--- config.mk ---
export PLATFORM = sky130hd
export DESIGN_NAME = avalon_burst_arbiter
export DESIGN_NICKNAME = d
export VERILOG_FILES = /design/src/rtl/avalon_arb_pkg.sv /design/src/rtl/arb_rr2.sv /design/src/rtl/avalon_burst_arbiter.sv
export SDC_FILE = /design/constraint.sdc
export NUM_CORES = 1
export LEC_CHECK = 0
export BUFFER_PORTS_ARGS = -buffer_cell sky130_fd_sc_hd__buf_2
export CORE_AREA = 2 2 125 127
export DETAILED_ROUTE_END_ITERATION = 8
export DIE_AREA = 0 0 127 129
export PLACE_DENSITY = 0.58
export REMOVE_ABC_BUFFERS = 1
export SYNTH_ARGS = -nofsm -noshare
export SYNTH_HDL_FRONTEND = slang
export SYNTH_SLANG_ARGS = --single-unit
export TNS_END_PERCENT = 100
--- constraint.sdc ---
create_clock -name clk -period 3.2 [get_ports clk]
set_clock_uncertainty 0.2 [all_clocks]
set_input_delay 0.64 -clock clk [delete_from_list [all_inputs] [get_ports clk]]
set_output_delay 0.64 -clock clk [all_outputs]
set_load 0.02 [all_outputs]
--- src/rtl/avalon_arb_pkg.sv ---
// Shared types and constants for the two-port Avalon-MM burst arbiter.
package avalon_arb_pkg;

    localparam int unsigned DATA_WIDTH = 32;

    localparam logic PORT_I = 1'b0;
    localparam logic PORT_D = 1'b1;

    typedef enum logic [1:0] {
        ST_IDLE    = 2'd0,
        ST_RD_CMD  = 2'd1,
        ST_RD_DATA = 2'd2,
        ST_WR      = 2'd3
    } state_t;

endpackage

--- src/rtl/arb_rr2.sv ---
// Two-requester round-robin pick; the "last served" register lives in the parent.
module arb_rr2
    import avalon_arb_pkg::*;
(
    input  logic [1:0] req,
    input  logic       last,
    output logic       grant
);

    // Port D wins when it is the only requester, or both request and I was served last.
    always_comb begin
        grant = PORT_I;
        if (req[1] && (!req[0] || last == PORT_I)) begin
            grant = PORT_D;
        end
    end

endmodule

--- src/rtl/avalon_burst_arbiter.sv ---
// Shares one downstream Avalon-MM burst master between the I-cache and D-cache
// refill masters, granting whole bursts round-robin.
module avalon_burst_arbiter
    import avalon_arb_pkg::*;
#(
    parameter int unsigned ADDR_WIDTH  = 32,
    parameter int unsigned BURST_WIDTH = 7
) (
    input  logic                   clk,
    input  logic                   rst_n,

    input  logic [ADDR_WIDTH-1:0]  s0_address,
    input  logic [BURST_WIDTH-1:0] s0_burstcount,
    input  logic                   s0_read,
    input  logic                   s0_write,
    input  logic [DATA_WIDTH-1:0]  s0_writedata,
    output logic                   s0_waitrequest,
    output logic [DATA_WIDTH-1:0]  s0_readdata,
    output logic                   s0_readdatavalid,

    input  logic [ADDR_WIDTH-1:0]  s1_address,
    input  logic [BURST_WIDTH-1:0] s1_burstcount,
    input  logic                   s1_read,
    input  logic                   s1_write,
    input  logic [DATA_WIDTH-1:0]  s1_writedata,
    output logic                   s1_waitrequest,
    output logic [DATA_WIDTH-1:0]  s1_readdata,
    output logic                   s1_readdatavalid,

    output logic [ADDR_WIDTH-1:0]  m_address,
    output logic [BURST_WIDTH-1:0] m_burstcount,
    output logic                   m_read,
    output logic                   m_write,
    output logic [DATA_WIDTH-1:0]  m_writedata,
    input  logic                   m_waitrequest,
    input  logic [DATA_WIDTH-1:0]  m_readdata,
    input  logic                   m_readdatavalid
);

    state_t                 state;
    logic                   grant;
    logic                   last;
    logic [BURST_WIDTH-1:0] beats_left;

    logic [1:0]             req;
    logic                   pick;
    logic                   pick_write;
    logic [BURST_WIDTH-1:0] pick_bc;
    logic                   sel;
    logic                   g_read;
    logic                   g_write;
    logic                   rd_beat;
    logic                   rd_accept;
    logic                   wr_accept;
    logic                   last_beat;
    logic                   gnt_wait;

    assign req = {s1_read | s1_write, s0_read | s0_write};

    arb_rr2 u_rr (
        .req   (req),
        .last  (last),
        .grant (pick)
    );

    assign pick_write = (pick == PORT_D) ? s1_write      : s0_write;
    assign pick_bc    = (pick == PORT_D) ? s1_burstcount : s0_burstcount;

    // Datapath follows the granted port, or port I while idle.
    assign sel     = (state == ST_IDLE) ? PORT_I : grant;
    assign g_read  = (sel == PORT_D) ? s1_read  : s0_read;
    assign g_write = (sel == PORT_D) ? s1_write : s0_write;

    assign rd_beat   = m_readdatavalid && (state == ST_RD_CMD || state == ST_RD_DATA);
    assign rd_accept = m_read  && !m_waitrequest;
    assign wr_accept = m_write && !m_waitrequest;
    assign last_beat = (beats_left == BURST_WIDTH'(1));

    always_ff @(posedge clk or negedge rst_n) begin
        if (!rst_n) begin
            state      <= ST_IDLE;
            grant      <= PORT_I;
            last       <= PORT_D;
            beats_left <= '0;
        end else begin
            case (state)
                ST_IDLE: begin
                    if (|req) begin
                        grant      <= pick;
                        last       <= pick;
                        beats_left <= (pick_bc == '0) ? BURST_WIDTH'(1) : pick_bc;
                        state      <= pick_write ? ST_WR : ST_RD_CMD;
                    end
                end
                ST_RD_CMD: begin
                    if (rd_beat) begin
                        beats_left <= beats_left - BURST_WIDTH'(1);
                    end
                    if (rd_beat && last_beat) begin
                        state <= ST_IDLE;
                    end else if (rd_accept) begin
                        state <= ST_RD_DATA;
                    end
                end
                ST_RD_DATA: begin
                    if (rd_beat) begin
                        beats_left <= beats_left - BURST_WIDTH'(1);
                        if (last_beat) begin
                            state <= ST_IDLE;
                        end
                    end
                end
                ST_WR: begin
                    if (wr_accept) begin
                        beats_left <= beats_left - BURST_WIDTH'(1);
                        if (last_beat) begin
                            state <= ST_IDLE;
                        end
                    end
                end
                default: state <= ST_IDLE;
            endcase
        end
    end

    // Command, data and handshake paths are combinational; nothing is buffered.
    always_comb begin
        m_address    = (sel == PORT_D) ? s1_address    : s0_address;
        m_burstcount = (sel == PORT_D) ? s1_burstcount : s0_burstcount;
        m_writedata  = (sel == PORT_D) ? s1_writedata  : s0_writedata;
        m_read       = (state == ST_RD_CMD) && g_read;
        m_write      = (state == ST_WR) && g_write;

        gnt_wait         = (state == ST_RD_DATA) ? 1'b1 : m_waitrequest;
        s0_waitrequest   = 1'b1;
        s1_waitrequest   = 1'b1;
        if (state != ST_IDLE) begin
            if (grant == PORT_I) begin
                s0_waitrequest = gnt_wait;
            end else begin
                s1_waitrequest = gnt_wait;
            end
        end
        s0_readdatavalid = rd_beat && (grant == PORT_I);
        s1_readdatavalid = rd_beat && (grant == PORT_D);
        s0_readdata      = m_readdata;
        s1_readdata      = m_readdata;
    end

endmodule

* After elaboration in Yosys (flattened, before gate mapping)
Index checks and enable logic that the tools add are counted.
W data, S select, Z words.
** Word-level totals
- Input bits :: 182
- Word-level logic and storage cells :: 66
- Register bits :: 11
- Output and inout port bits :: 141
** Cells by class
- Reductions and logical operators :: 21
- Mux-type cells :: 27
- Eq/ne operators :: 9
- Bitwise gates (word level) :: 4
- $add $sub $neg :: 1
** Operators by type and width (number)
- $mux W32 :: 2
- $mux W7 :: 6
- $pmux W7 S3 :: 1
- $mux W2 :: 7
- $mux W1 :: 10
- $logic_and A1 B1 Y1 :: 9
- $pmux W2 S4 :: 1
- $eq A7 B1 Y1 const B :: 1
- $logic_not A7 Y1 :: 1
- $sub A7 B1 Y7 const B :: 1
- $eq A2 B2 Y1 const B :: 2
- $ne A2 B1 Y1 const B :: 2
- $ne A2 B2 Y1 const B :: 2
- $reduce_and A4 Y1 :: 1
- $reduce_or A2 Y1 :: 2
- $ne A3 B2 Y1 const B :: 1
- $reduce_and A3 Y1 :: 1
- $eq A2 B1 Y1 const B :: 1
- $logic_not A1 Y1 :: 2
- $logic_not A2 Y1 :: 1
- $logic_or A1 B1 Y1 :: 2
- $not A1 Y1 :: 2
- $or A1 B1 Y1 :: 2
- $reduce_and A2 Y1 :: 1
- $reduce_bool A2 Y1 :: 1

* Depth between registers and ports, before layout
Gate-level depths: netlist of run 1.
- Word-level depth :: 10
- Gate-level depth with buffers :: 8
- Gate-level depth less buffers :: 7

* Hierarchy
Synthesis of run 1 repeated with hierarchy kept, for this count alone.
** Second synthesis, totals
- Cell total of the unflattened synthesis :: 259
- Area, all modules :: 2289.7 um^2
** Modules (own cells, without submodules)
- avalon_burst_arbiter :: area each 2278.4 um^2, seq. area each 276.5 um^2, cells each 258, times used 1
- arb_rr2 :: area each 11.3 um^2, seq. area each 0.0 um^2, cells each 1, times used 1

* Least setup slack after synthesis of run 1
OpenSTA, ideal clock, no wires.
- Path type :: register to output
- Start point :: register state[0]
- End point :: output port m_address[0]
- Data required time :: 2.360 ns
- Buffers on the path :: 2
- Cell stages (with the launch flop) :: 7
- Path slack :: 0.617 ns
- Arrival time :: 1.743 ns
- Cell sequence :: dfrtp_1 > inv_1 > ha_1 > nand2b_1 > clkbuf_1 > buf_2 > mux2_2
** Between the ends
- Cells in the longest elaborated chain, start to end :: 3
** RTL lines
- start, declared :: line avalon_burst_arbiter.sv:40 : state_t state;
- start signal, assigned :: line avalon_burst_arbiter.sv:92 : state <= pick_write ? ST_WR : ST_RD_CMD;
- $logic_not A2 Y1 :: line avalon_burst_arbiter.sv:70 : assign sel = (state == ST_IDLE) ? PORT_I : grant;
- $mux W1 :: line avalon_burst_arbiter.sv:70
- $mux W32 :: line avalon_burst_arbiter.sv:128 : m_address = (sel == PORT_D) ? s1_address : s0_address;
- end, declared :: line avalon_burst_arbiter.sv:30 : output logic [ADDR_WIDTH-1:0] m_address,
No other way between the ends.

* Final worst setup path of run 1
- Start point :: register state[0]
- End point :: output port m_address[1]
The elaborated chain is that of the path after synthesis.

==> impl_results.md, run 1 <==
* DR vias at 2591
* Clock buffer depth at 2
* Yosys cell types at 40
* Post-detail-place hpwl at 14800 µm
* Worst setup SP type: register
* I/O pin total at 323
* Initial antenna violation count at 24
* Worst min path class: input port to async pin
* Total power at 2770 µW
* Setup ws final at 339 ps
* Largest net degree at the start of global routing at 72
* Dpl ws at 571 ps
* Sw power at 1390 µW
* Max-Cap Viols at 0
* WL per Instance at 26.3 µm
* Max frequency at 0.350 GHz
* Static leakage at 0.00164 µW
* Mapped Cells at 256
* DIE WIDTH at 127 µm
* Actual slew at the worst max-slew pin at 587 ps
* CTS Sinks at 11
* RSZ-0062 raised after global routing: false
* Core Region at 15000 µm²
* Crit path kind: register to primary output
* Number of synthesized flops with an enable pin at 0
* Crit path cell chain: inv_1 -> ha_1 -> nand2b_4 -> buf_12 -> mux2_2 -> buf_2
* Largest delay share family, worst path: buffers and inverters
* Final hold viol count at 0
* Cell taking the most area after synthesis: mux2_2
* Height of the die at 129 µm
* Latest clock arrival within the worst-skew pair at 240 ps
* Sequential fraction of the synthesis area at 12.2%
* # rows at 45
* Hold buffers post-CTS at 0
* Logic pwr share at 80.7%
* CTS buffer count at 3
* Port Buffers at 226
* R2r startpoint: state[0]$_DFFE_PN0P_
* Synth Cell Area at 2260 µm²
* Pins Over Slew Limit at 0
* CP max-delay cell: mux2_2
* Total setup violations reported at the end of the flow at 0
* Arr. time, crit path at 2020 ps
* GP Congestion at 0.912
* Worst Setup SP: state[0]$_DFFE_PN0P_
* Clock transition at path regs at 40 ps
* Sequential share of power at 11.0%
* Clk root buf: clkbuf_16
* Top_reg_cell synth: dfrtp_1
* Layout cell share with drive strength beyond 1 at 75.4%
* Syn avg cell area at 8.82 µm²
* Initial drt markers at 93
* Final wirelength at 16000 µm
* Commonest cells after routing, fill and taps aside: buf_2, mux2_2, nand2_1
* DRC at 0
* Vias per std cell at 4.25
* Asr flop ratio synth at 100%
* Area grow syn2layout at 42.9%
* First-pass GRT wire length at 20900 µm
* CTS tree: built
* Final Cell Area at 3230 µm²
* Status: finished, final reports clean
* CP max FO at 71
* Synth top area cells: mux2_2, buf_4, dfrtp_1, ha_1, mux2i_1
* Post-layout min period at 2860 ps
* Post-CTS setup repair buffer count at 0
* Power Dens Cells at 859 nW/µm²
* Gr usage total at 18.8%
* Worst path bufs/invs at 3
* Vias in the first global route at 2507
* Post-cts sizing count at 0
* Required @ worst endpoint at 2360 ps
* Congestion Overflow GR at 0
* Final period util at 89.4%
* VDD IR max at 0.314 mV
* Commonest non-fill, non-tap cell in the layout: buf_2
* Die ar. at 16400 µm²
* Net count, final at 603
* Yosys top cell area share at 36.9%
* Initial Utilization at 15.1%
* Crit. End Element: primary output
* 1st-pass router iterations at 5
* Placed Area at 3130 µm²
* DRT antenna net count at 0
* Net Sw Frac at 50.2%
* Count of state elements after synthesis at 11
* Slew headroom at 60.8%
* Layout Utilization at 21.6%
* Int Power at 1380 µW
* Yosys warnings at 0
* CTS H-tree depth at 1
* CP max stage delay at 420 ps
* Clk pwr share at 8.2%
==> path summary, 6_finish.rpt <==
path / end / slack (ps) / depth (start not counted)
worst max-delay path: m_address[1] / 340 / 6
worst min-delay path: grant$_DFFE_PN0P_ / 80 / 1
worst max register to register: beats_left[2]$_DFFE_PN0P_ / 740 / 9
worst min register to register: last$_DFFE_PN1P_ / 310 / 2
max in group asynchronous: last$_DFFE_PN1P_ / 2450 / 1
min in group clk: last$_DFFE_PN1P_ / 310 / 2
==> layout make-up <==
cell class	instances	area, µm²
tap	188	235
inverter	7	26.3
timing repair buffer	229	1170
clock buffer	4	78.8
antenna	7	17.5
multi-input combinational	163	1430
sequential	11	277
fill	1728	11700
==> cell usage after synthesis, types with 2 or more instances <==
master,number
nand3_1,4
nand2_1,13
or4_1,3
clkbuf_1,2
a22o_1,2
nor2b_1,3
nand2b_1,2
mux2_2,74
nor2_1,5
buf_4,65
inv_1,6
buf_2,8
nor4_1,3
o22ai_1,2
mux2i_1,7
o21ai_2,2
dfrtp_1,10
o21ai_0,12
ha_1,6
nor3_1,5
a21oi_1,3
==> power groups by stage <==
stage	sequential [µW]	combinational [µW]	clock [µW]
floorplan	282	1600	0
global placement	303	2240	0
detailed placement	306	2250	0
CTS	305	2260	237
global route	321	2410	243
finish	306	2240	229
==> registers in the layout, summed over array words and instances (netlist names) <==
name / cells
beats_left: 7
grant: 1
last: 1
state: 2
==> metal layers <==
metal  part of all wire [%]  global-route usage, %  up-vias  wire, µm
li1                       -                      -     1184         -
met1                     39                   20.7     1099      6220
met2                     39                   26.9      264      6260
met3                     20                   17.8       26      3160
met4                    1.3                   2.00       18       204
met5                    1.1                   3.82        -       177
==> cells by family after synthesis <==
kind of cell	after synthesis	synth area share [%]
AO/OA/AOI/OAI	32	9.36
multiplexers	81	40.0
AND/OR/NAND/NOR	44	10.2
flip-flops	11	12.2
adder cells (fa/ha/maj)	6	3.32
buffers and inverters	82	24.9
==> through the flow <==
stage	hold slack, ps	TNS, ps	cells
after floorplan	144	-87220	181
after detailed placement	311	0	598
after global routing	94.1	0	602
final	80.1	0	609
after global placement	306	0	598
after CTS	84.4	0	602
==> worst reg2reg max path: stages, from the launching register on <==
cell and delay [ps]:
dfrtp_1 370, inv_1 80, ha_1 210, buf_4 210
and4bb_1 270, a31oi_1 60, a222oi_1 350, buf_4 270
o21ai_0 110, a22o_1 230
(Power assumes the default switching activity.)
==> run 2, diff against run 1 <==
--- a/config.mk
+++ b/config.mk
@@ -9,7 +9,7 @@
 export CORE_AREA = 2 2 125 127
 export DETAILED_ROUTE_END_ITERATION = 8
 export DIE_AREA = 0 0 127 129
-export PLACE_DENSITY = 0.58
+export PLACE_DENSITY = 0.53
 export REMOVE_ABC_BUFFERS = 1
 export SYNTH_ARGS = -nofsm -noshare
 export SYNTH_HDL_FRONTEND = slang
==> run 2 against run 1 <==
Effect of this change: the flow now finishes with violations (design-rule violations); die area stayed put; worst hold slack worse by 5.7 ps; clock power hardly changed; critical path type unchanged; highest routed layer unchanged.
==> impl_results.md, run 2 (synthesis results as in run 1) <==
* Status: finished, violations left
* Failing checks: design-rule violations
* Crit. End Element: primary output
* Final hold viol count at 0
* # fillers at 1725
* Initial Utilization at 15.1%
* Post-CTS setup repair buffer count at 0
* Final period util at 92.5%
* WL per Instance at 23.3 µm
* # rows at 45
* Max-Cap Viols at 0
* Commonest non-fill, non-tap cell in the layout: buf_2
* Congestion Overflow GR at 0
* Area grow syn2layout at 43.7%
* CTS H-tree depth at 1
* 1st-pass router iterations at 6
* CTS tree: built
* Total negative slack at 0 ps
* Latest clock arrival within the worst-skew pair at 240 ps
* Biggest regs: beats_left x7, state x2
* Static leakage at 0.00165 µW
* Vias in the first global route at 2581
* Required @ worst endpoint at 2360 ps
* Core Region at 15000 µm²
* Total setup violations reported at the end of the flow at 0
* Total power at 2830 µW
* Vias per std cell at 4.14
* Slew headroom at 64.1%
* Post-cts sizing count at 0
* Layout cell share with drive strength beyond 1 at 75.4%
* Sw power at 1420 µW
* DRC at 2
* CTS buffer count at 3
* Initial drt markers at 99
* Int Power at 1410 µW
* Max reg flops at 7
* First-pass GRT wire length at 19100 µm
* Sequential share of power at 10.8%
* Crit path kind: register to primary output
* Worst min path class: input port to async pin
* Power Dens Cells at 873 nW/µm²
* Pins Over Slew Limit at 0
* GP Congestion at 0.949
* Layout Utilization at 21.7%
* Largest net degree at the start of global routing at 28
* Worst setup SP type: register
* Initial antenna violation count at 8
* Max frequency at 0.338 GHz
* DR vias at 2522
* DIE WIDTH at 127 µm
* Final wirelength at 14200 µm
* Die ar. at 16400 µm²
* Clock buffer depth at 2
* Clk pwr share at 8.1%
* VDD IR max at 0.315 mV
* Logic pwr share at 81.1%
* Clock transition at path regs at 40 ps
* CP max FO at 27
* DRT antenna net count at 0
* RSZ-0062 raised after global routing: false
* Commonest cells after routing, fill and taps aside: buf_2, mux2_2, nand2_1
* Post-detail-place hpwl at 12800 µm
* Arr. time, crit path at 2120 ps
* Hold buffers post-CTS at 0
* Gr usage total at 16.5%
* Port Buffers at 226
* Actual slew at the worst max-slew pin at 539 ps
* Largest reg by FF count: beats_left
* Net count, final at 604
* Net Sw Frac at 50.2%
* CTS Sinks at 11
* Clk root buf: clkbuf_16
* Post-layout min period at 2960 ps
* I/O pin total at 323
* Height of the die at 129 µm
-- run 2: cell types whose count changed in the layout (fill, tap and decap cells not counted) --
cell	change
buf_12	+1
diode_2	-1
-- run 2: power groups by stage --
stage | Combinational (µW) | Clock, µW | Sequential [µW]
4_1_cts | 2320 | 236 | 306
5_1_grt | 2490 | 246 | 322
2_1_floorplan | 1600 | 0 | 282
3_5_place_dp | 2310 | 0 | 307
6_report | 2300 | 229 | 306
3_3_place_gp | 2310 | 0 | 306
-- run 2: cell type report --
class / count / area [µm²] / area share (%)
inverters: 7 / 26.3 / 0.810
repair buffers: 230 / 1190 / 36.5
multi-input cells: 163 / 1430 / 44.0
clock buffers: 4 / 78.8 / 2.43
flip-flops and latches: 11 / 277 / 8.52
well taps: 188 / 235 / 7.25
diodes: 6 / 15.0 / 0.463
-- run 2: through the flow --
| stage | cell area [µm²] | hold slack, ps | setup WS, ps | cells |
|---|---|---|---|---|
| floorplan | 1720 | 144 | -1840 | 181 |
| global placement | 3150 | 301 | 500 | 599 |
| detailed placement | 3150 | 294 | 482 | 599 |
| CTS | 3230 | 83.8 | 224 | 603 |
| global route | 3240 | 91.0 | 146 | 606 |
| finish | 3250 | 74.4 | 239 | 609 |
-- run 2: worst paths after layout --
| kind | from | endpoint | slack, ps | cells after the start |
|---|---|---|---|---|
| min in group clk | last$_DFFE_PN1P_ | last$_DFFE_PN1P_ | 300 | 2 |
| max in group asynchronous | rst_n | last$_DFFE_PN1P_ | 2450 | 1 |
| worst min-delay path | rst_n | grant$_DFFE_PN0P_ | 70 | 1 |
| worst max-delay path | state[0]$_DFFE_PN0P_ | m_writedata[27] | 240 | 6 |
| worst min register to register | last$_DFFE_PN1P_ | last$_DFFE_PN1P_ | 300 | 2 |
| worst max register to register | state[0]$_DFFE_PN0P_ | beats_left[2]$_DFFE_PN0P_ | 630 | 8 |
-- run 2: worst max-delay path, cell delays in order, from the launching register on --
cell	delay, ps
dfrtp_1	390
inv_1	110
ha_1	170
nand2b_4	410
buf_12	250
mux2_2	370
buf_2	170
-- run 2: per-layer routing --
layer	wire length (µm)	part of all wire [%]	global-route usage (%)
met4	149	1.0	2.84
met3	2370	17	12.4
met1	5890	41	20.5
met5	88	0.62	4.12
met2	5720	40	22.6
==> run 3, diff against run 2 <==
--- a/config.mk
+++ b/config.mk
@@ -9,6 +9,7 @@
 export CORE_AREA = 2 2 125 127
 export DETAILED_ROUTE_END_ITERATION = 8
 export DIE_AREA = 0 0 127 129
+export MAX_ROUTING_LAYER = met4
 export PLACE_DENSITY = 0.53
 export REMOVE_ABC_BUFFERS = 1
 export SYNTH_ARGS = -nofsm -noshare
==> run 3 against run 2 <==
Effect of this change: the run still ends with design-rule violations left; global-route usage is 0.49 points higher; total power hardly changed; critical path depth stayed put; sequential power hardly changed; largest cell class unchanged; highest routed layer is now met4.
==> impl_results.md, run 3 (synthesis results as in run 1) <==
* Crit. End Element: primary output
* Final period util at 92.4%
* Setup ws final at 243 ps
* DIE WIDTH at 127 µm
* Largest reg by FF count: beats_left
* Sw power at 1420 µW
* DR vias at 2554
* Hold buffers post-CTS at 0
* CTS Sinks at 11
* Commonest non-fill, non-tap cell in the layout: buf_2
* Required @ worst endpoint at 2360 ps
* Static leakage at 0.00165 µW
* Status: finished, violations left
* CTS H-tree depth at 1
* Gr busiest metal: met2
* Actual slew at the worst max-slew pin at 539 ps
* CP max FO at 27
* Post-detail-place hpwl at 12800 µm
* GRT met2 Usage at 22.5%
* Clock transition at path regs at 40 ps
* Worst setup SP type: register
* Worst min path class: input port to async pin
* Layout cell share with drive strength beyond 1 at 75.4%
* Vias in the first global route at 2577
* CTS tree: built
* Post-cts sizing count at 0
* M1 GR Usage at 21.0%
* Clock buffer depth at 2
* Met3 Track Usage GR at 12.2%
* Layout Utilization at 21.7%
* Initial drt markers at 113
* Logic pwr share at 81.1%
* Failing checks: design-rule violations
* Initial antenna violation count at 8
* Total power at 2830 µW
* Die ar. at 16400 µm²
* CTS buffer count at 3
* Biggest regs: beats_left x7, state x2
* # rows at 45
* RSZ-0062 raised after global routing: false
* R2r startpoint: state[0]$_DFFE_PN0P_
* Int Power at 1410 µW
* Max frequency at 0.338 GHz
* Power Dens Cells at 870 nW/µm²
* Max reg flops at 7
* Total setup violations reported at the end of the flow at 0
* Initial Utilization at 15.1%
* Gr usage total at 17.0%
* Worst hold slack at 76.0 ps
* Vias per std cell at 4.17
* Final wirelength at 14300 µm
* Max-Cap Viols at 0
* VDD IR max at 0.311 mV
* Largest net degree at the start of global routing at 28
* Crit path kind: register to primary output
* Slew headroom at 64.1%
* Post-CTS setup repair buffer count at 0
* DRT antenna net count at 0
* Clk pwr share at 8.1%
* DRC at 3
* I/O pin total at 323
* GP Congestion at 0.966
* Net count, final at 604
* Area grow syn2layout at 44.0%
* Height of the die at 129 µm
* # fillers at 1725
* WL per Instance at 23.3 µm
* Post-layout min period at 2960 ps
* Commonest cells after routing, fill and taps aside: buf_2, mux2_2, nand2_1
* Pins Over Slew Limit at 0
* Worst Setup SP: state[0]$_DFFE_PN0P_
* Core Region at 15000 µm²
* Final hold viol count at 0
* Port Buffers at 226
* 1st-pass router iterations at 6
* Net Sw Frac at 50.2%
* Congestion Overflow GR at 0
* Clk root buf: clkbuf_16
* Dpl ws at 482 ps
* First-pass GRT wire length at 19100 µm
* Sequential share of power at 10.8%
* Latest clock arrival within the worst-skew pair at 240 ps
* Arr. time, crit path at 2120 ps
-- run 3: metal layers --
metal | wire (µm) | share of wire [%] | vias up
met2 | 5780 | 41 | 228
met1 | 5970 | 42 | 1138
met4 | 62 | 0.43 | 0
met3 | 2450 | 17 | 6
met5 | 0 | 0 | -
li1 | - | - | 1182
-- run 3: cell type report --
class                           count  area [µm²]  share of cell area [%]
Inverter                            7        26.3                   0.808
Antenna cell                        9        22.5                   0.692
Clock buffer                        4        78.8                    2.42
Sequential cell                    11         277                    8.50
Tap cell                          188         235                    7.23
Multi-Input combinational cell    163        1430                    43.9
Timing Repair Buffer              230        1190                    36.5
-- run 3: metrics by stage --
stage | setup TNS [ps] | instances | instance area (µm²)
2_1_floorplan | -87220 | 181 | 1720
3_3_place_gp | 0 | 599 | 3150
3_5_place_dp | 0 | 599 | 3150
4_1_cts | 0 | 603 | 3230
5_1_grt | 0 | 609 | 3250
6_report | 0 | 612 | 3250
-- run 3: power by group through the flow --
stage                     sequential [µW]  combinational [µW]  clock (µW)
after global placement                306                2310           0
after floorplan                       282                1600           0
final                                 306                2300         229
after detailed placement              307                2310           0
after CTS                             306                2320         236
after global routing                  322                2490         246
-- run 3: worst paths after layout --
check                                                 end  slack (ps)  depth (start not counted)
worst min-delay path                    grant$_DFFE_PN0P_          80                          1
worst min register to register           last$_DFFE_PN1P_         300                          2
worst max-delay path                      m_writedata[27]         240                          6
min in group clk                         last$_DFFE_PN1P_         300                          2
worst max register to register  beats_left[2]$_DFFE_PN0P_         640                          8
max in group asynchronous                last$_DFFE_PN1P_        2450                          1
-- run 3: worst max-delay path, stage by stage (launching register included) --
cell      delay (ps)
dfrtp_1          390
inv_1            110
ha_1             170
nand2b_4         400
buf_12           250
mux2_2           380
buf_2            170
